==> src/rtl/multdiv_pkg.sv <==
// Shared types and constants for the iterative multiply/divide unit.
package multdiv_pkg;

  typedef enum logic [1:0] {
    S_IDLE = 2'd0,
    S_MUL  = 2'd1,
    S_DIV  = 2'd2,
    S_DONE = 2'd3
  } state_e;

  localparam int MUL_ITERS_DEFAULT = 16;  // radix-4 Booth: 2 multiplier bits per cycle
  localparam int DIV_ITERS_DEFAULT = 32;  // one quotient bit per cycle

  localparam logic [31:0] INT_MIN = 32'h8000_0000;

  // ALU opcodes the execute stage decodes into ctrl_MULT / ctrl_DIV.
  localparam logic [4:0] MULT = 5'b00110;
  localparam logic [4:0] DIV  = 5'b00111;

endpackage

==> src/rtl/multdiv_iterative_if.sv <==
// Start/ready handshake between the execute stage (master) and the multdiv unit (slave).
interface multdiv_iterative_if;
  logic [31:0] data_operandA;
  logic [31:0] data_operandB;
  logic        ctrl_MULT;
  logic        ctrl_DIV;
  logic [31:0] data_result;
  logic        data_exception;
  logic        data_resultRDY;

  modport master (
    output data_operandA, data_operandB, ctrl_MULT, ctrl_DIV,
    input  data_result, data_exception, data_resultRDY
  );

  modport slave (
    input  data_operandA, data_operandB, ctrl_MULT, ctrl_DIV,
    output data_result, data_exception, data_resultRDY
  );
endinterface

==> src/rtl/multdiv_iterative_booth_recoder.sv <==
// Radix-4 modified Booth recoder: selects {0, +-1, +-2} x multiplicand from 3 multiplier bits.
module booth_recoder (
  input  logic [2:0]  bits,   // {m[i+1], m[i], m[i-1]}
  input  logic [31:0] mcand,
  output logic [33:0] pp      // two's complement, sign-extended to 34 bits
);

  logic [33:0] a1;
  logic [33:0] a2;

  assign a1 = {{2{mcand[31]}}, mcand};
  assign a2 = {a1[32:0], 1'b0};

  // Digit selection; 2x INT_MIN still fits in 34 bits, so negation never wraps.
  always_comb begin
    // NOTE: a default on every path keeps this purely combinational; a missed case would infer a latch.
    pp = '0;
    case (bits)
      3'b001, 3'b010: pp = a1;
      3'b011:         pp = a2;
      3'b100:         pp = -a2;
      3'b101, 3'b110: pp = -a1;
      default:        pp = '0;
    endcase
  end

endmodule

==> src/rtl/multdiv_iterative.sv <==
// Iterative signed 32-bit multiply (radix-4 Booth) / divide (non-restoring) unit.
module multdiv_iterative
  import multdiv_pkg::*;
#(
  parameter int MUL_ITERS = MUL_ITERS_DEFAULT,
  parameter int DIV_ITERS = DIV_ITERS_DEFAULT
) (
  input logic              clock,
  input logic              reset,   // asynchronous, active-low
  multdiv_iterative_if.slave bus
);

  localparam int MAX_ITERS = (DIV_ITERS > MUL_ITERS) ? DIV_ITERS : MUL_ITERS;
  localparam int CNT_W     = $clog2(MAX_ITERS) + 1;

  state_e             state_q, state_d;
  logic [CNT_W-1:0]   cnt_q, cnt_d;
  logic [32:0]        acc_q, acc_d;     // Booth accumulator, or signed partial remainder
  logic [31:0]        lo_q, lo_d;       // multiplier being shifted out, or dividend/quotient
  logic [31:0]        opb_q, opb_d;     // multiplicand, or divisor magnitude
  logic               guard_q, guard_d; // Booth m[-1] bit
  logic               sign_q, sign_d;   // quotient sign
  logic [31:0]        res_q, res_d;
  logic               exc_q, exc_d;

  // Multiply step datapath.
  logic [33:0] pp;
  logic [33:0] sum;
  logic [32:0] mul_acc_nx;
  logic [31:0] mul_lo_nx;
  logic [32:0] prod_top;
  logic        mul_ovf;

  booth_recoder u_booth (
    .bits  ({lo_q[1:0], guard_q}),
    .mcand (opb_q),
    .pp    (pp)
  );

  assign sum        = {acc_q[32], acc_q} + pp;
  assign mul_acc_nx = {sum[33], sum[33:2]};
  assign mul_lo_nx  = {sum[1:0], lo_q[31:2]};
  // Product bits [63:31] must all match for the product to fit in 32 signed bits.
  assign prod_top   = {mul_acc_nx[31:0], mul_lo_nx[31]};
  assign mul_ovf    = ~((&prod_top) | ~(|prod_top));

  // Divide step datapath: shift remainder left, then subtract or add the divisor by remainder sign.
  logic [32:0] rem_sh;
  logic [32:0] rem_nx;
  logic [31:0] quot_nx;

  assign rem_sh  = {acc_q[31:0], lo_q[31]};
  assign rem_nx  = acc_q[32] ? (rem_sh + {1'b0, opb_q}) : (rem_sh - {1'b0, opb_q});
  assign quot_nx = {lo_q[30:0], ~rem_nx[32]};

  // Operand magnitudes for the divider.
  logic [31:0] abs_a;
  logic [31:0] abs_b;

  assign abs_a = bus.data_operandA[31] ? -bus.data_operandA : bus.data_operandA;
  assign abs_b = bus.data_operandB[31] ? -bus.data_operandB : bus.data_operandB;

  // Next-state: a start pulse restarts from any state; otherwise iterate and finish.
  always_comb begin
    state_d = state_q;
    cnt_d   = cnt_q;
    acc_d   = acc_q;
    lo_d    = lo_q;
    opb_d   = opb_q;
    guard_d = guard_q;
    sign_d  = sign_q;
    res_d   = res_q;
    exc_d   = exc_q;

    if (bus.ctrl_MULT) begin
      state_d = S_MUL;
      cnt_d   = '0;
      acc_d   = '0;
      lo_d    = bus.data_operandB;
      opb_d   = bus.data_operandA;
      guard_d = 1'b0;
    end else if (bus.ctrl_DIV) begin
      state_d = S_DIV;
      cnt_d   = '0;
      acc_d   = '0;
      lo_d    = abs_a;
      opb_d   = abs_b;
      sign_d  = bus.data_operandA[31] ^ bus.data_operandB[31];
    end else begin
      case (state_q)
        S_MUL: begin
          acc_d   = mul_acc_nx;
          lo_d    = mul_lo_nx;
          guard_d = lo_q[1];
          cnt_d   = cnt_q + 1'b1;
          if (cnt_q == CNT_W'(MUL_ITERS - 1)) begin
            state_d = S_DONE;
            res_d   = mul_lo_nx;
            exc_d   = mul_ovf;
          end
        end
        S_DIV: begin
          acc_d = rem_nx;
          lo_d  = quot_nx;
          cnt_d = cnt_q + 1'b1;
          if (cnt_q == CNT_W'(DIV_ITERS - 1)) begin
            state_d = S_DONE;
            // A magnitude of 2^31 with a positive sign only arises from INT_MIN / -1.
            if (opb_q == '0) begin
              res_d = '0;
              exc_d = 1'b1;
            end else begin
              res_d = sign_q ? -quot_nx : quot_nx;
              exc_d = ~sign_q & quot_nx[31];
            end
          end
        end
        S_DONE:  state_d = S_IDLE;
        default: state_d = S_IDLE;
      endcase
    end
  end

  // State and datapath registers.
  always_ff @(posedge clock or negedge reset) begin
    if (!reset) begin
      state_q <= S_IDLE;
      cnt_q   <= '0;
      acc_q   <= '0;
      lo_q    <= '0;
      opb_q   <= '0;
      guard_q <= 1'b0;
      sign_q  <= 1'b0;
      res_q   <= '0;
      exc_q   <= 1'b0;
    end else begin
      // NOTE: non-blocking assignments so every register samples pre-edge values, independent of statement order.
      state_q <= state_d;
      cnt_q   <= cnt_d;
      acc_q   <= acc_d;
      lo_q    <= lo_d;
      opb_q   <= opb_d;
      guard_q <= guard_d;
      sign_q  <= sign_d;
      res_q   <= res_d;
      exc_q   <= exc_d;
    end
  end

  assign bus.data_result    = res_q;
  assign bus.data_exception = exc_q;
  assign bus.data_resultRDY = (state_q == S_DONE);

endmodule

==> src/flat_wrapper.sv <==
// flat-port wrapper written by rule: the top's interface ports become plain ports
module multdiv_iterative_flat import multdiv_pkg::*;
#(
  parameter int MUL_ITERS = MUL_ITERS_DEFAULT,
  parameter int DIV_ITERS = DIV_ITERS_DEFAULT
)
  (clock, reset, bus_data_operandA, bus_data_operandB, bus_ctrl_MULT, bus_ctrl_DIV, bus_data_result, bus_data_exception, bus_data_resultRDY);
  multdiv_iterative_if bus_i ();
  input logic clock;
  input logic reset;
  input wire logic [$bits(bus_i.data_operandA)-1:0] bus_data_operandA;
  input wire logic [$bits(bus_i.data_operandB)-1:0] bus_data_operandB;
  input wire logic [$bits(bus_i.ctrl_MULT)-1:0] bus_ctrl_MULT;
  input wire logic [$bits(bus_i.ctrl_DIV)-1:0] bus_ctrl_DIV;
  output wire logic [$bits(bus_i.data_result)-1:0] bus_data_result;
  output wire logic [$bits(bus_i.data_exception)-1:0] bus_data_exception;
  output wire logic [$bits(bus_i.data_resultRDY)-1:0] bus_data_resultRDY;
  assign bus_i.data_operandA = bus_data_operandA;
  assign bus_i.data_operandB = bus_data_operandB;
  assign bus_i.ctrl_MULT = bus_ctrl_MULT;
  assign bus_i.ctrl_DIV = bus_ctrl_DIV;
  assign bus_data_result = bus_i.data_result;
  assign bus_data_exception = bus_i.data_exception;
  assign bus_data_resultRDY = bus_i.data_resultRDY;
  multdiv_iterative #(.MUL_ITERS(MUL_ITERS), .DIV_ITERS(DIV_ITERS)) u_core (.clock(clock), .reset(reset), .bus(bus_i));
endmodule
==> config.mk <==
export PLATFORM = sky130hd
export DESIGN_NAME = multdiv_iterative_flat
export DESIGN_NICKNAME = d
export VERILOG_FILES = /design/src/rtl/multdiv_pkg.sv /design/src/rtl/multdiv_iterative_if.sv /design/src/rtl/multdiv_iterative_booth_recoder.sv /design/src/rtl/multdiv_iterative.sv /design/src/flat_wrapper.sv
export SDC_FILE = /design/constraint.sdc
export NUM_CORES = 1
export LEC_CHECK = 0
export ABC_AREA = 1
export ABC_CLOCK_PERIOD_IN_PS = 5700
export CELL_PAD_IN_SITES_DETAIL_PLACEMENT = 2
export CELL_PAD_IN_SITES_GLOBAL_PLACEMENT = 2
export CORE_ASPECT_RATIO = 0.6
export CORE_UTILIZATION = 33
export CTS_CLUSTER_SIZE = 25
export DETAILED_ROUTE_END_ITERATION = 8
export PLACE_DENSITY_LB_ADDON = 0.1
export REMOVE_ABC_BUFFERS = 1
export SETUP_SLACK_MARGIN = 0.2
export SLEW_MARGIN = 20
export SYNTH_ARGS = -nofsm -noshare
export SYNTH_HDL_FRONTEND = slang
export SYNTH_SLANG_ARGS = --single-unit
==> constraint.sdc <==
create_clock -name clock -period 5.7 [get_ports clock]
set_clock_uncertainty 0.2 [all_clocks]
set_input_delay 1.14 -clock clock [delete_from_list [all_inputs] [get_ports clock]]
set_output_delay 1.14 -clock clock [all_outputs]
set_load 0.05 [all_outputs]
---- After elaboration in Yosys (flattened, before gate mapping) ----
Index checks and enable logic that the tools add are counted.
storage, ports and cells
  flip-flop bits (word level) ............. 140
  output and inout bits ................... 34
  word-level logic and storage cells ...... 90
cells by class
  add/sub/neg operators ................... 9
  equal/unequal tests ..................... 16
  muxes and demuxes ....................... 32
  bitwise logic cells ..................... 9
  reductions and logical operators ........ 15
operator list
  kind                                           number
  2-to-1 mux 32 bit                              10
  case mux 34 bit (4 select lines)               1
  case mux 32 bit (2 select lines)               2
  2-to-1 mux 33 bit                              3
  negation 32 bit                                3
  negation 34 bit                                2
  case mux 33 bit (2 select lines)               1
  adder 34 bit                                   1
  adder 33 x 32 -> 33 bit                        1
  AND reduction 33 bit                           1
  OR reduction 33 bit                            1
  subtractor 33 x 32 -> 33 bit                   1
  logical NOT 32 bit                             1
  2-to-1 mux 6 bit                               3
  == test 3 bit, second input constant           3
  2-to-1 mux 2 bit                               4
  != test 4 x 3 -> 1 bit, second input constant  2
  adder 6 x 1 -> 6 bit, second input constant    1
  == test 3 x 2 -> 1 bit, second input constant  2
  == test 6 x 4 -> 1 bit, second input constant  1
  == test 6 x 5 -> 1 bit, second input constant  1
  2-to-1 mux 1 bit                               6
  inverter 1 bit                                 6
  AND reduction 2 bit                            3
  15 further kinds                               21

---- Longest topological paths before layout ----
Gate-level depths: netlist (run 1).
  depth after elaboration ................. 10
  depth in mapped cells ................... 42
  gate-level depth less buffers ........... 42

---- By module ----
From an unflattened synthesis (run 1), not the netlist that was laid out.
second synthesis, totals
  cell total of the unflattened synthesis .. 2730
  area, all modules ....................... 16723.5 µm²
by module, submodules not included
  module             instances  cells an instance  area each (µm²)  sequential area each (µm²)
  multdiv_iterative  1          2320               14765.4          3503.4
  booth_recoder      1          410                1958.1           0.0

---- Worst setup path before layout (run 1) ----
Ideal clock, no wire load.
  path kind ............................... register to register
  from .................................... reg u_core.opb_q[0]
  to ...................................... reg u_core.res_q[28] (netlist: u_core.bus.data_result[28])
  setup time .............................. 131 ps
  arrival time ............................ 4346 ps
  required time ........................... 5369 ps
  slack ................................... 1022 ps
  stages on the path, launching flop included .. 40
  path buffers ............................ 0
  clock period less this slack ............ 4678 ps
  cells stage by stage .................... dfrtp_1 > inv_1 > ha_1 > nand3_2 > nor2_4 > nand2_2 > nor3_2 > inv_2 > nor2_1 > inv_1 > nor2_2 > inv_1 > nor2_2 > nand2_1 > xor2_1 > nand2_1 > o21ai_0 > ha_1 > (+4 left out) > a21oi_1 > nand2_2 > nand2_4 > inv_2 > ha_1 > inv_1 > nor3_2 > nand2_1 > nor2_2 > nand3_2 > nor2_2 > nand3_1 > nand2_1 > o21ai_1 > nor2_1 > nand2_1 > a31oi_1 > o21ai_1
between the ends
  longest elaborated chain between the ends .. 8
  elaborated cells on any way between the ends .. 10
  those cells by class .................... add/sub (3); mux (5); bitwise (1); reduce/logical (1)
RTL lines
  element                                                                         RTL line                  source
  start: declaration                                                              multdiv_iterative.sv:20   logic [31:0] opb_q, opb_d;
  start signal: assignment                                                        multdiv_iterative.sv:142  opb_q <= opb_d;
  subtractor 33 x 32 -> 33 bit / adder 33 x 32 -> 33 bit (equally long branches)  multdiv_iterative.sv:53   assign rem_nx = acc_q[32] ? (rem_sh + {1'b0, opb_q}) : (rem_sh - {1'b0, opb_q});
  2-to-1 mux 33 bit                                                               multdiv_iterative.sv:53
  inverter 1 bit                                                                  multdiv_iterative.sv:54   assign quot_nx = {lo_q[30:0], ~rem_nx[32]};
  negation 32 bit                                                                 multdiv_iterative.sv:113  res_d = sign_q ? -quot_nx : quot_nx;
  2-to-1 mux 32 bit                                                               multdiv_iterative.sv:113
  2-to-1 mux 32 bit *                                                             multdiv_iterative.sv:109  if (opb_q == '0) begin
  2-to-1 mux 32 bit *                                                             multdiv_iterative.sv:106  if (cnt_q == CNT_W'(DIV_ITERS - 1)) begin
  case mux 32 bit (2 select lines) *                                              multdiv_iterative.sv:90   case (state_q)
  end signal: assignment                                                          multdiv_iterative.sv:145  res_q <= res_d;
  end: declaration                                                                multdiv_iterative.sv:23   logic [31:0] res_q, res_d;
Mark *: on every way between the ends. The rest lies on a longest branch, timed or not. The select of a mux whose other input is x is not followed.
A chain may end at the register's enable or synchronous reset.

---- Final worst setup path (run 1) ----
  from .................................... reg u_core.opb_q[1]
  to ...................................... reg u_core.res_q[22] (netlist: u_core.bus.data_result[22])
Same word-level chain as after synthesis.

==> results of run 1 <==
path summary, 6_finish.rpt:
path	start	cells after the start	slack (ns)	end
setup / recovery	u_core.opb_q[1]	36	0.31	u_core.bus.data_result[22]
hold / removal	u_core.bus.data_result[1]	1	0.29	u_core.bus.data_result[1]
setup reg to reg	u_core.opb_q[1]	36	0.31	u_core.bus.data_result[22]
hold reg to reg	u_core.bus.data_result[1]	1	0.29	u_core.bus.data_result[1]
max in group asynchronous	reset	2	3.64	u_core.opb_q[23]
min in group asynchronous	reset	1	0.50	u_core.acc_q[30]
worst register-to-register path, delay by kind of cell, from the launching register on:
kind                       cells  cell delay (ns)
buffers and inverters          7             0.62
and+or+nand+nor               21             2.60
AOI/OAI and AO/OA              4             0.57
DFF                            1             0.42
adders and majority gates      3             0.64
xor gates and xnor gates       1             0.26
sequential cells by signal (all words and copies together), names as in the netlist:
register	count
u_core.state_q	2
u_core.acc_q	33
u_core.bus.data_exception	1
u_core.lo_q	32
u_core.guard_q	1
u_core.opb_q	32
u_core.bus.data_result	32
u_core.cnt_q	6
u_core.sign_q	1
layout make-up:
cell class / instances / area [um2] / area share
Clock buffer: 20 / 457 / 0.0244
Tap cell: 630 / 788 / 0.0421
Clock inverter: 12 / 216 / 0.0116
Timing Repair Buffer: 175 / 1560 / 0.0834
Inverter: 351 / 1320 / 0.0706
Multi-Input combinational cell: 2027 / 10900 / 0.581
Sequential cell: 140 / 3500 / 0.187
cells by family after synthesis:
kind of cell	Yosys count	synth area share
AO/OA/AOI/OAI	537	0.211
XOR/XNOR	66	0.0366
adder cells (fa/ha/maj)	75	0.0604
buffers and inverters	444	0.108
flip-flops	140	0.222
AND/OR/NAND/NOR	1349	0.363
timing repair:
| item | CTS | global route |
|---|---|---|
| setup endpoints to repair | 8 | 11 |
| setup buffers | 12 | 15 |
| gates resized for setup | 38 | 39 |
| pin swaps | 17 | 28 |
| endpoints found under the hold margin | 0 | 0 |
through the flow:
| stage | instances | TNS (ns) | util |
|---|---|---|---|
| 2_1_floorplan | 2518 | 0 | - |
| 4_1_cts | 3340 | 0 | 0.395 |
| 3_3_place_gp | 3296 | 0 | 0.376 |
| 3_5_place_dp | 3296 | -1.00 | 0.376 |
| 6_report | 3355 | 0 | 0.400 |
| 5_1_grt | 3355 | -0.00455 | 0.400 |
where the power goes:
| part | switching, W | total [W] | leakage [nW] | internal [W] |
|---|---|---|---|---|
| Clock | 0.000531 | 0.00137 | 0.330 | 0.000842 |
| Combinational | 0.00271 | 0.00396 | 6.99 | 0.00125 |
| Sequential | 0.000230 | 0.00145 | 1.73 | 0.00122 |
layer usage:
layer / track usage / vias to the layer above / share of wire
li1: - / 8863 / -
met1: 0.496 / 9968 / 0.50
met2: 0.464 / 619 / 0.41
met3: 0.0566 / 94 / 0.072
met4: 0.0711 / 0 / 0.015
met5: 0 / - / 0
layout by cell type (no fill, tap or decap), drive strengths merged, types with 4 or more instances in the layout:
master,count
a211oi,4
a21boi,10
a21o,7
a21oi,130
a221o,10
a22oi,15
a2bb2oi,13
a31oi,9
a32o,8
and2,5
buf,77
bufinv,6
clkbuf,20
clkdlybuf4s50,98
clkinv,9
dfrtp,140
ha,73
inv,347
nand2,768
nand3,172
nand3b,7
nand4,37
nor2,285
nor3,46
nor4,12
o2111ai,8
o211ai,35
o21a,8
o21ai,187
o21bai,12
o221ai,36
o22ai,31
or2,17
xnor2,13
xor2,53
==> key figures, run 1 <==
STA
  – RSZ-0062 raised after global routing: yes
  – Final-report setup violation count: 0
  – Period utilization: 0.945
  – Fin Hold WS: roughly 0.29 ns
  – Final Hold Vio Count: 0
  – Highest Clock Rate: ~0.19 GHz
  – Pins Over Slew Limit: 0
  – Final worst slack: 0.315 ns
  – Final min period: 5.39 ns
  – Relative slew slack: 0.248
  – Worst Tran Pin Value: between 1 and 1.5 ns

Route
  – Routed WL per cell: ~24 um
  – DRT Pass-1 Iters: 6
  – Total routed wirelength: between 80,000 and 90,000 um
  – DR DRC count: 0
  – Number of routed nets with antenna violations: 0
  – Via count of the routed design: between 15,000 and 20,000
  – Iteration-0 DRC Markers: ~1,700
  – Via density: around 6

Logic synthesis
  – Seq cells post-synth: between 100 and 150
  – Primary FF master, synth: dfrtp_1
  – Mapped Avg Cell Area: just over 6 um2
  – Most frequent cell after synthesis: nand2_1
  – Synth Instances: approximately 2,600
  – Unique masters post-synth: 58
  – Post-synth top area share: 0.222
  – EDFF count, synth: 0
  – Yosys top cell by area: dfrtp_1
  – Seq/Total Area, Yosys: 0.222
  – Cell Area, Synth: between 0.015 and 0.02 mm2
  – Top post-synthesis cells by area: dfrtp_1 22%, nand2_1 18%, inv_1 8.2%, nor2_1 6.5%, ha_1 5.8%
  – Top cells by count, synth: 756 x nand2_1, 343 x inv_1, 273 x nor2_1
  – Number of synthesis warnings: 0
  – Asr flop ratio synth: 1.00

GRT
  – GRT Total Usage: 0.324
  – First-pass GRT wire length: between 100,000 and 150,000 um
  – Number of global-route vias before repair: approximately 20,000
  – Total grt overflow: 0
  – Largest net degree at the start of global routing: 69
  – Initial antenna violation count: 1

Worst setup path
  – Setup CP Type: reg2reg
  – Crit path buf inv count: 7
  – Worst EP required: between 5 and 6 ns
  – Critical path endpoint category: register
  – CP top delay family: simple AND/OR/NAND/NOR gates
  – Crit path launch type: register
  – Crit-path most repeated cell: nand2_2
  – Arr. time, crit path: around 5.6 ns
  – Crit path max fanout: 4
  – Crit path largest cell delay: about 0.42 ns
  – Slowest CP cell: dfrtp_1

Clocking
  – H-tree levels: 4
  – CTS Sinks: 140
  – CTS Hold Bufs: 0
  – Cts bufs inserted: 17
  – Clock Pin Slew Worst Setup and Hold Paths: 0.07 ns
  – Worst skew pair latency: around 0.47 ns
  – CTS root buf: clkbuf_16
  – Clk buf depth: 2
  – TritonCTS clock tree: done

Layout
  – Layout cell share with drive strength beyond 1: 0.0840
  – Fill cell count: 5,831
  – Nets: roughly 2,900
  – Layout area overhead: 18.6%
  – Post-route cell area: between 0.015 and 0.02 mm2
  – Antenna diode count: 0

Floorplanning
  – # rows: around 60
  – Chip width: 284 um
  – # IOs: between 100 and 150
  – Die ar.: 0.0488 mm2
  – Die Span Y: 171 um
  – Initial Utilization: 0.337
  – Core area: around 0.047 mm2

Placement
  – I/O Buffers: 101
  – DP Worst Slack: -0.251 ns
  – Post-detail-place hpwl: around 64,000 um
  – GPL Wtd Cong: 0.926
  – Placed cell area: around 0.018 mm2

Power and ir drop
  – Leak Pwr: 9.05 nW
  – Power Dens Cells: 362 mW/mm2
  – Design Power: 0.00678 W
  – Peak VDD IR: between 200 and 300 uV

Job
  – # Max-Cap Violations: 0

Run status
  – Status: finished clean

Min path
  – HP Class: reg2reg
(Power assumes the default switching activity.)
==> run 2: changes to the inputs <==
--- a/config.mk
+++ b/config.mk
@@ -6,11 +6,11 @@
 export NUM_CORES = 1
 export LEC_CHECK = 0
 export ABC_AREA = 1
-export ABC_CLOCK_PERIOD_IN_PS = 5700
+export ABC_CLOCK_PERIOD_IN_PS = 6670
 export CELL_PAD_IN_SITES_DETAIL_PLACEMENT = 2
 export CELL_PAD_IN_SITES_GLOBAL_PLACEMENT = 2
 export CORE_ASPECT_RATIO = 0.6
-export CORE_UTILIZATION = 33
+export CORE_UTILIZATION = 36
 export CTS_CLUSTER_SIZE = 25
 export DETAILED_ROUTE_END_ITERATION = 8
 export PLACE_DENSITY_LB_ADDON = 0.1
==> constraint.sdc (replaced) <==
create_clock -name clock -period 6.67 [get_ports clock]
set_clock_uncertainty 0.2 [all_clocks]
set_input_delay 1.334 -clock clock [delete_from_list [all_inputs] [get_ports clock]]
set_output_delay 1.334 -clock clock [all_outputs]
set_load 0.05 [all_outputs]
==> run 2 against run 1 <==
Against the previous run:
- final cell count fell by 2.7%
- sequential cell count did not move
- clock power fell by 20%
- sequential share of layout area rose by 0.64 points
- largest power group unchanged
- routed wire length fell by 0.85%
- worst hold slack improved by 0.0044 ns
==> key figures, run 2 (synthesis results as in run 1) <==
Power and ir drop
  – Clk network pwr share: 0.194 (was 0.203)
  – Power Dens Cells: 310 mW/mm2 (was 362 mW/mm2)
  – Sw Ratio: 0.527 (was 0.513)
  – Psw: 0.00296 W (was 0.00347 W)
  – Combinational share of power: 0.585 (was 0.584)
  – Leak Pwr: 8.81 nW (was 9.05 nW)
  – Peak VDD IR: 224 uV (was 271 uV)
  – Reg power frac: 0.221 (was 0.213)
  – Int Pwr: 0.00266 W (was 0.00330 W)

Worst setup path
  – Setup CP Type: reg2reg (unchanged)
  – CP Launch Point: u_core.opb_q[2] (was u_core.opb_q[1])
  – Critical Path End: u_core.bus.data_result[30] (was u_core.bus.data_result[22])
  – Crit path launch type: register (unchanged)
  – Reg2Reg Setup Slack: 0.60 ns (was 0.31 ns)
  – Terminus of the critical flop-to-flop path: u_core.bus.data_result[30] (was u_core.bus.data_result[22])
  – Crit-path most repeated cell: nand2_1 (was nand2_2)
  – Crit path max fanout: 5 (was 4)
  – R2R cell count: 35 (was 36)
  – Worst EP required: 6.87 ns (was 5.91 ns)
  – Critical path endpoint category: register (unchanged)
  – Crit path largest cell delay: 0.45 ns (was 0.42 ns)
  – Reg-to-Reg Start: u_core.opb_q[2] (was u_core.opb_q[1])
  – Slowest CP cell: dfrtp_1 (unchanged)
  – Arr. time, crit path: 6.27 ns (was 5.60 ns)

Layout
  – Commonest non-fill, non-tap cells in the layout: 755 x nand2_1, 341 x inv_1, 269 x nor2_1 (was 746 x nand2_1, 335 x inv_1, 258 x nor2_1)
  – Final non-filler cell total: 3,263 (was 3,355)
  – Nets: 2,814 (was 2,855)
  – Final core utilization: 0.419 (was 0.400)
  – Antenna diode count: 0 (unchanged)
  – Commonest non-fill, non-tap cell in the layout: nand2_1 (unchanged)
  – Max reg flops: 33 (unchanged)
  – Largest register by flop count: u_core.acc_q (unchanged)
  – Layout cell share with drive strength beyond 1: 0.0563 (was 0.0840)
  – Layout area overhead: 14.7% (was 18.6%)

STA
  – Period utilization: 0.910 (was 0.945)
  – RSZ-0062 raised after global routing: no (was yes)
  – Relative slew slack: 0.341 (was 0.248)
  – Worst Tran Pin Value: 0.987 ns (was 1.12 ns)
  – Final Hold Vio Count: 0 (unchanged)
  – Highest Clock Rate: 0.165 GHz (was 0.186 GHz)
  – Final min period: 6.07 ns (was 5.39 ns)
  – Pins Over Slew Limit: 0 (unchanged)
  – Final setup TNS: 0 ns (unchanged)
  – Final-report setup violation count: 0 (unchanged)

Floorplanning
  – # IOs: 102 (unchanged)
  – Core area: 0.0433 mm2 (was 0.0468 mm2)
  – Initial Utilization: 0.365 (was 0.337)
  – # rows: 59 (was 61)
  – Die Span Y: 164 um (was 171 um)
  – Chip width: 272 um (was 284 um)
  – Die ar.: 0.0447 mm2 (was 0.0488 mm2)

Route
  – DRT Pass-1 Iters: 5 (was 6)
  – Number of routed nets with antenna violations: 0 (unchanged)
  – Total routed wirelength: 80,000 um (was 80,700 um)
  – DR DRC count: 0 (unchanged)
  – Routed WL per cell: 24.5 um (was 24.1 um)
  – Iteration-0 DRC Markers: 1,726 (was 1,703)
  – Via density: 5.97 (was 5.83)
  – Via count of the routed design: 19,481 (was 19,544)

Placement
  – GPL Wtd Cong: 0.929 (was 0.926)
  – I/O Buffers: 101 (unchanged)
  – Post-detail-place hpwl: 63,700 um (was 64,000 um)
  – Placed insts: 3,226 (was 3,296)

Clocking
  – H-tree levels: 4 (unchanged)
  – Worst skew pair latency: 0.47 ns (about the same)
  – CTS root buf: clkbuf_16 (unchanged)
  – Clk buf depth: 2 (unchanged)
  – Clock Pin Slew Worst Setup and Hold Paths: 0.08 ns (was 0.07 ns)
  – CTS Hold Bufs: 0 (unchanged)
  – TritonCTS clock tree: done (unchanged)
  – Cts bufs inserted: 17 (unchanged)
  – CTS Sinks: 140 (unchanged)

GRT
  – Number of global-route vias before repair: 19,887 (was 20,013)
  – GRT Total Usage: 0.352 (was 0.324)
  – First-pass GRT wire length: 121,000 um (about the same)
  – Total grt overflow: 0 (unchanged)
  – Initial antenna violation count: 0 (was 1)
  – Largest net degree at the start of global routing: 79 (was 69)

Run status
  – Status: finished clean (unchanged)

Job
  – # Max-Cap Violations: 0 (unchanged)

Min path
  – HP Class: reg2reg (unchanged)
  – HP Start: u_core.bus.data_result[12] (was u_core.bus.data_result[1])
run 2: changes by cell type in the layout (fill, tap and decap cells not counted), sizes merged:
cell and change:
clkinvlp +2, clkinv -4, buf -41, bufinv -3, clkbuf -2, inv +7
run 2: power groups by stage:
stage,combinational [W],clock [W],sequential [W]
floorplan,0.00170,0,0.00154
global placement,0.00306,0,0.00123
detailed placement,0.00320,0,0.00125
CTS,0.00323,0.00109,0.00123
global route,0.00355,0.00112,0.00126
finish,0.00329,0.00109,0.00124
run 2: final cells by class:
| cell class | count | area (um2) |
|---|---|---|
| timing repair buffer | 134 | 1250 |
| sequential | 140 | 3500 |
| clock inverter | 14 | 183 |
| inverter | 351 | 1320 |
| tap | 579 | 724 |
| fill | 5452 | 25100 |
| multi-input combinational | 2027 | 10700 |
| clock buffer | 18 | 439 |
run 2: worst min-delay path by stage:
stage / to / depth (start not counted) / slack (ns)
6_report: u_core.bus.data_result[12] / 2 / 0.29
2_1_floorplan: u_core.acc_q[21] / 2 / 0.28
3_3_place_gp: u_core.bus.data_result[10] / 2 / 0.27
3_5_place_dp: u_core.bus.data_result[12] / 2 / 0.28
4_1_cts: u_core.bus.data_result[12] / 2 / 0.30
5_1_grt: u_core.bus.data_result[20] / 2 / 0.31
run 2: worst max-delay path: cells and delay by family (launching register included):
kind	cells	cell delay, ns
AOI/OAI and AO/OA	6	0.87
xor gates and xnor gates	1	0.26
adders and majority gates	2	0.50
buffers and inverters	3	0.33
DFF	1	0.45
and+or+nand+nor	23	3.39
run 2: timing repair:
| item | CTS | global route |
|---|---|---|
| resized for setup | 0 | 17 |
| endpoints found under the setup margin | 0 | 6 |
| setup buffers | 0 | 5 |
run 2: stage by stage:
stage	hold slack (ns)	cell area [um2]	power, W	worst slack [ns]
5_1_grt	0.313	18100	0.00593	0.211
6_report	0.293	18100	0.00562	0.599
4_1_cts	0.300	18000	0.00556	0.344
2_1_floorplan	0.284	15400	0.00325	1.22
3_5_place_dp	0.282	17400	0.00445	0.465
3_3_place_gp	0.274	17400	0.00430	0.916
run 2: metal layers:
metal,vias to the layer above,share of wire,GRT usage
li1,8780,-,-
met1,9923,0.50,0.545
met2,692,0.42,0.516
met3,86,0.069,0.0405
met4,0,0.013,0.0666
met5,-,0,0
==> run 3: changes to the inputs <==
--- a/config.mk
+++ b/config.mk
@@ -5,12 +5,11 @@
 export SDC_FILE = /design/constraint.sdc
 export NUM_CORES = 1
 export LEC_CHECK = 0
-export ABC_AREA = 1
 export ABC_CLOCK_PERIOD_IN_PS = 6670
 export CELL_PAD_IN_SITES_DETAIL_PLACEMENT = 2
 export CELL_PAD_IN_SITES_GLOBAL_PLACEMENT = 2
 export CORE_ASPECT_RATIO = 0.6
-export CORE_UTILIZATION = 36
+export CORE_UTILIZATION = 39
 export CTS_CLUSTER_SIZE = 25
 export DETAILED_ROUTE_END_ITERATION = 8
 export PLACE_DENSITY_LB_ADDON = 0.1
==> run 3 against run 2 <==
Against the previous run:
- die area down 11%
- area after synthesis decreased by 3.8%
- sequential power barely moved
- critical endpoint is now u_core.bus.data_result[28]
==> key figures, run 3 <==
Run status
  – Status: finished clean (unchanged)

Layout
  – Layout cell share with drive strength beyond 1: 0.0885 (was 0.0563)
  – Post-route cell area: 0.0177 mm2 (was 0.0181 mm2)
  – Commonest non-fill, non-tap cell in the layout: nand2_1 (unchanged)
  – Final non-filler cell total: 2,603 (was 3,263)
  – Nets: 2,220 (was 2,814)
  – Commonest non-fill, non-tap cells in the layout: 202 x nand2_1, 178 x nor2_1, 167 x o21ai_0 (was 755 x nand2_1, 341 x inv_1, 269 x nor2_1)
  – Largest register by flop count: u_core.acc_q (unchanged)
  – Max reg flops: 33 (unchanged)
  – Antenna diode count: 0 (unchanged)
  – Layout area overhead: 16.7% (was 14.7%)
  – Fill cell count: 4,387 (was 5,452)

Logic synthesis
  – Seq cells post-synth: 140 (unchanged)
  – Synth Instances: 2,020 (was 2,611)
  – EDFF count, synth: 0 (unchanged)
  – Cell Area, Synth: 0.0152 mm2 (was 0.0158 mm2)
  – Top post-synthesis cells by area: dfrtp_1 23%, xor2_1 6.9%, ha_1 6.0%, o21ai_0 5.5%, a21oi_1 5.4% (was dfrtp_1 22%, nand2_1 18%, inv_1 8.2%, nor2_1 6.5%, ha_1 5.8%)
  – Synth Area in Simple Gates: 0.224 (was 0.363)
  – Largest family of logic cells by synthesized area: compound AO/OA/AOI/OAI gates (was simple AND/OR/NAND/NOR gates)
  – Post-synth top area share: 0.231 (was 0.222)
  – Primary FF master, synth: dfrtp_1 (unchanged)
  – Top cells by count, synth: 202 x nand2_1, 179 x nor2_1, 167 x o21ai_0 (was 756 x nand2_1, 343 x inv_1, 273 x nor2_1)
  – Synth Area in Compound Gates: 0.299 (was 0.211)
  – Xor/xnor share of the synthesized area: 0.114 (was 0.0366)
  – Seq/Total Area, Yosys: 0.231 (was 0.222)
  – Number of synthesis warnings: 0 (unchanged)
  – Unique masters post-synth: 95 (was 58)
  – Yosys top cell by area: dfrtp_1 (unchanged)
  – Mapped Avg Cell Area: 7.52 um2 (was 6.05 um2)
  – Asr flop ratio synth: 1.00 (unchanged)
  – Mux share of post-synthesis cell area: 0.0189 (was 0)
  – Most frequent cell after synthesis: nand2_1 (unchanged)
  – Adder-Cell Fraction of Synth Area: 0.0628 (was 0.0604)

GRT
  – Total grt overflow: 0 (unchanged)
  – Largest net degree at the start of global routing: 93 (was 79)
  – GRT Total Usage: 0.355 (was 0.352)
  – First-pass GRT wire length: 109,000 um (was 121,000 um)
  – Initial antenna violation count: 2 (was 0)
  – Number of global-route vias before repair: 17,844 (was 19,887)

Worst setup path
  – Arr. time, crit path: 6.41 ns (was 6.27 ns)
  – Setup CP Type: reg2reg (unchanged)
  – Reg2Reg Setup Slack: 0.37 ns (was 0.60 ns)
  – Worst EP required: 6.78 ns (was 6.87 ns)
  – Crit path max fanout: 7 (was 5)
  – Critical path endpoint category: register (unchanged)
  – Crit path launch type: register (unchanged)

Clocking
  – Clk buf depth: 2 (unchanged)
  – H-tree levels: 4 (unchanged)
  – Clock Pin Slew Worst Setup and Hold Paths: 0.07 ns (was 0.08 ns)
  – Cts bufs inserted: 17 (unchanged)
  – CTS Sinks: 140 (unchanged)
  – Worst skew pair latency: 0.46 ns (was 0.47 ns)
  – CTS root buf: clkbuf_16 (unchanged)
  – CTS Hold Bufs: 0 (unchanged)
  – TritonCTS clock tree: done (unchanged)

Placement
  – Post-detail-place hpwl: 53,000 um (was 63,700 um)
  – Placed cell area: 0.0169 mm2 (was 0.0174 mm2)
  – DP Worst Slack: -0.211 ns (was 0.465 ns)
  – Placed insts: 2,570 (was 3,226)
  – GPL Wtd Cong: 0.910 (was 0.929)
  – I/O Buffers: 101 (unchanged)

STA
  – RSZ-0062 raised after global routing: no (unchanged)
  – Final min period: 6.30 ns (was 6.07 ns)
  – Final Hold Vio Count: 0 (unchanged)
  – Period utilization: 0.945 (was 0.910)
  – Final worst slack: 0.368 ns (was 0.599 ns)
  – Final-report setup violation count: 0 (unchanged)
  – Pins Over Slew Limit: 0 (unchanged)
  – Highest Clock Rate: 0.159 GHz (was 0.165 GHz)
  – Fin Hold WS: 0.287 ns (was 0.293 ns)
  – Worst Tran Pin Value: 1.01 ns (was 0.987 ns)
  – Relative slew slack: 0.330 (was 0.341)

Min path
  – HP Class: reg2reg (unchanged)

Floorplanning
  – Die Span Y: 155 um (was 164 um)
  – Core area: 0.0381 mm2 (was 0.0433 mm2)
  – # rows: 55 (was 59)
  – # IOs: 102 (unchanged)
  – Die ar.: 0.0398 mm2 (was 0.0447 mm2)
  – Initial Utilization: 0.399 (was 0.365)
  – Chip width: 257 um (was 272 um)

Route
  – DRT Pass-1 Iters: 5 (unchanged)
  – Via count of the routed design: 16,868 (was 19,481)
  – Iteration-0 DRC Markers: 1,381 (was 1,726)
  – Total routed wirelength: 71,800 um (was 80,000 um)
  – DR DRC count: 0 (unchanged)
  – Routed WL per cell: 27.6 um (was 24.5 um)
  – Number of routed nets with antenna violations: 0 (unchanged)
  – Via density: 6.48 (was 5.97)

Power and ir drop
  – Design Power: 0.00573 W (was 0.00562 W)
  – Leak Pwr: 7.25 nW (was 8.81 nW)
  – Power Dens Cells: 324 mW/mm2 (was 310 mW/mm2)
  – Peak VDD IR: 154 uV (was 224 uV)

Job
  – # Max-Cap Violations: 0 (unchanged)
## run 3: logic make-up (layout without fill, tap and decap cells)
| family | after synthesis | in the layout |
|---|---|---|
| AOI/OAI and AO/OA | 697 | 697 |
| and+or+nand+nor | 690 | 690 |
| xor gates and xnor gates | 196 | 196 |
| buffers and inverters | 194 | 264 |
| DFF | 140 | 140 |
| adders and majority gates | 75 | 75 |
| muxes | 28 | 28 |
## run 3: worst paths after layout
check | from | endpoint | depth (start not counted)
worst min register to register | u_core.bus.data_result[6] | u_core.bus.data_result[6] | 2
max in group asynchronous | reset | u_core.lo_q[22] | 2
worst max register to register | u_core.opb_q[18] | u_core.bus.data_result[28] | 23
worst max-delay path | u_core.opb_q[18] | u_core.bus.data_result[28] | 23
min in group asynchronous | reset | u_core.acc_q[29] | 1
worst min-delay path | u_core.bus.data_result[6] | u_core.bus.data_result[6] | 2
## run 3: final cells by class
type                       instances  area [um2]  share of cell area
timing repair buffer             187        1660              0.0936
sequential                       140        3510               0.198
multi-input combinational       1686       11100               0.627
clock inverter                    14         186              0.0105
tap                              513         642              0.0362
clock buffer                      18         439              0.0248
inverter                          45         169             0.00953
## run 3: per-stage QoR
step,utilization,TNS (ns)
finish,0.466,0
global route,0.466,0
CTS,0.461,0
detailed placement,0.444,-0.574
global placement,0.444,0
floorplan,-,0
## run 3: repair_timing
item / 4_1_cts / 5_1_grt
setup buffers: 0 / 1
pin swaps: 0 / 5
resized for setup: 6 / 27
endpoints found under the setup margin: 6 / 9
## run 3: power by group
part / switching, W / internal (W) / leakage, nW / total (W)
sequential: 0.000226 / 0.00102 / 1.75 / 0.00125
clock: 0.000485 / 0.000608 / 0.293 / 0.00109
combinational: 0.00219 / 0.00119 / 5.21 / 0.00339
## run 3: worst max-delay path, cell delays in order (launching register included)
cell     delay, ns
dfrtp_1       0.50
or3_1         0.45
or3_1         0.37
or2_1         0.29
buf_4         0.20
nor2_1        0.26
nor2_1        0.11
xnor2_1       0.14
ha_1          0.39
nand4_1       0.26
o21ai_0       0.32
a31oi_1       0.12
buf_4         0.18
a21o_1        0.17
o311a_1       0.18
inv_1         0.08
ha_1          0.20
nand3_1       0.11
or3_1         0.39
or4_4         0.54
o31ai_4       0.26
xnor2_1       0.10
a21oi_1       0.20
o21ai_1       0.09
## run 3: layer usage
layer,vias to the layer above,track usage,wire length [um]
li1,7503,-,-
met1,8771,0.520,34600
met2,522,0.542,31400
met3,70,0.0549,4680
met4,2,0.0853,1100
met5,-,0,15
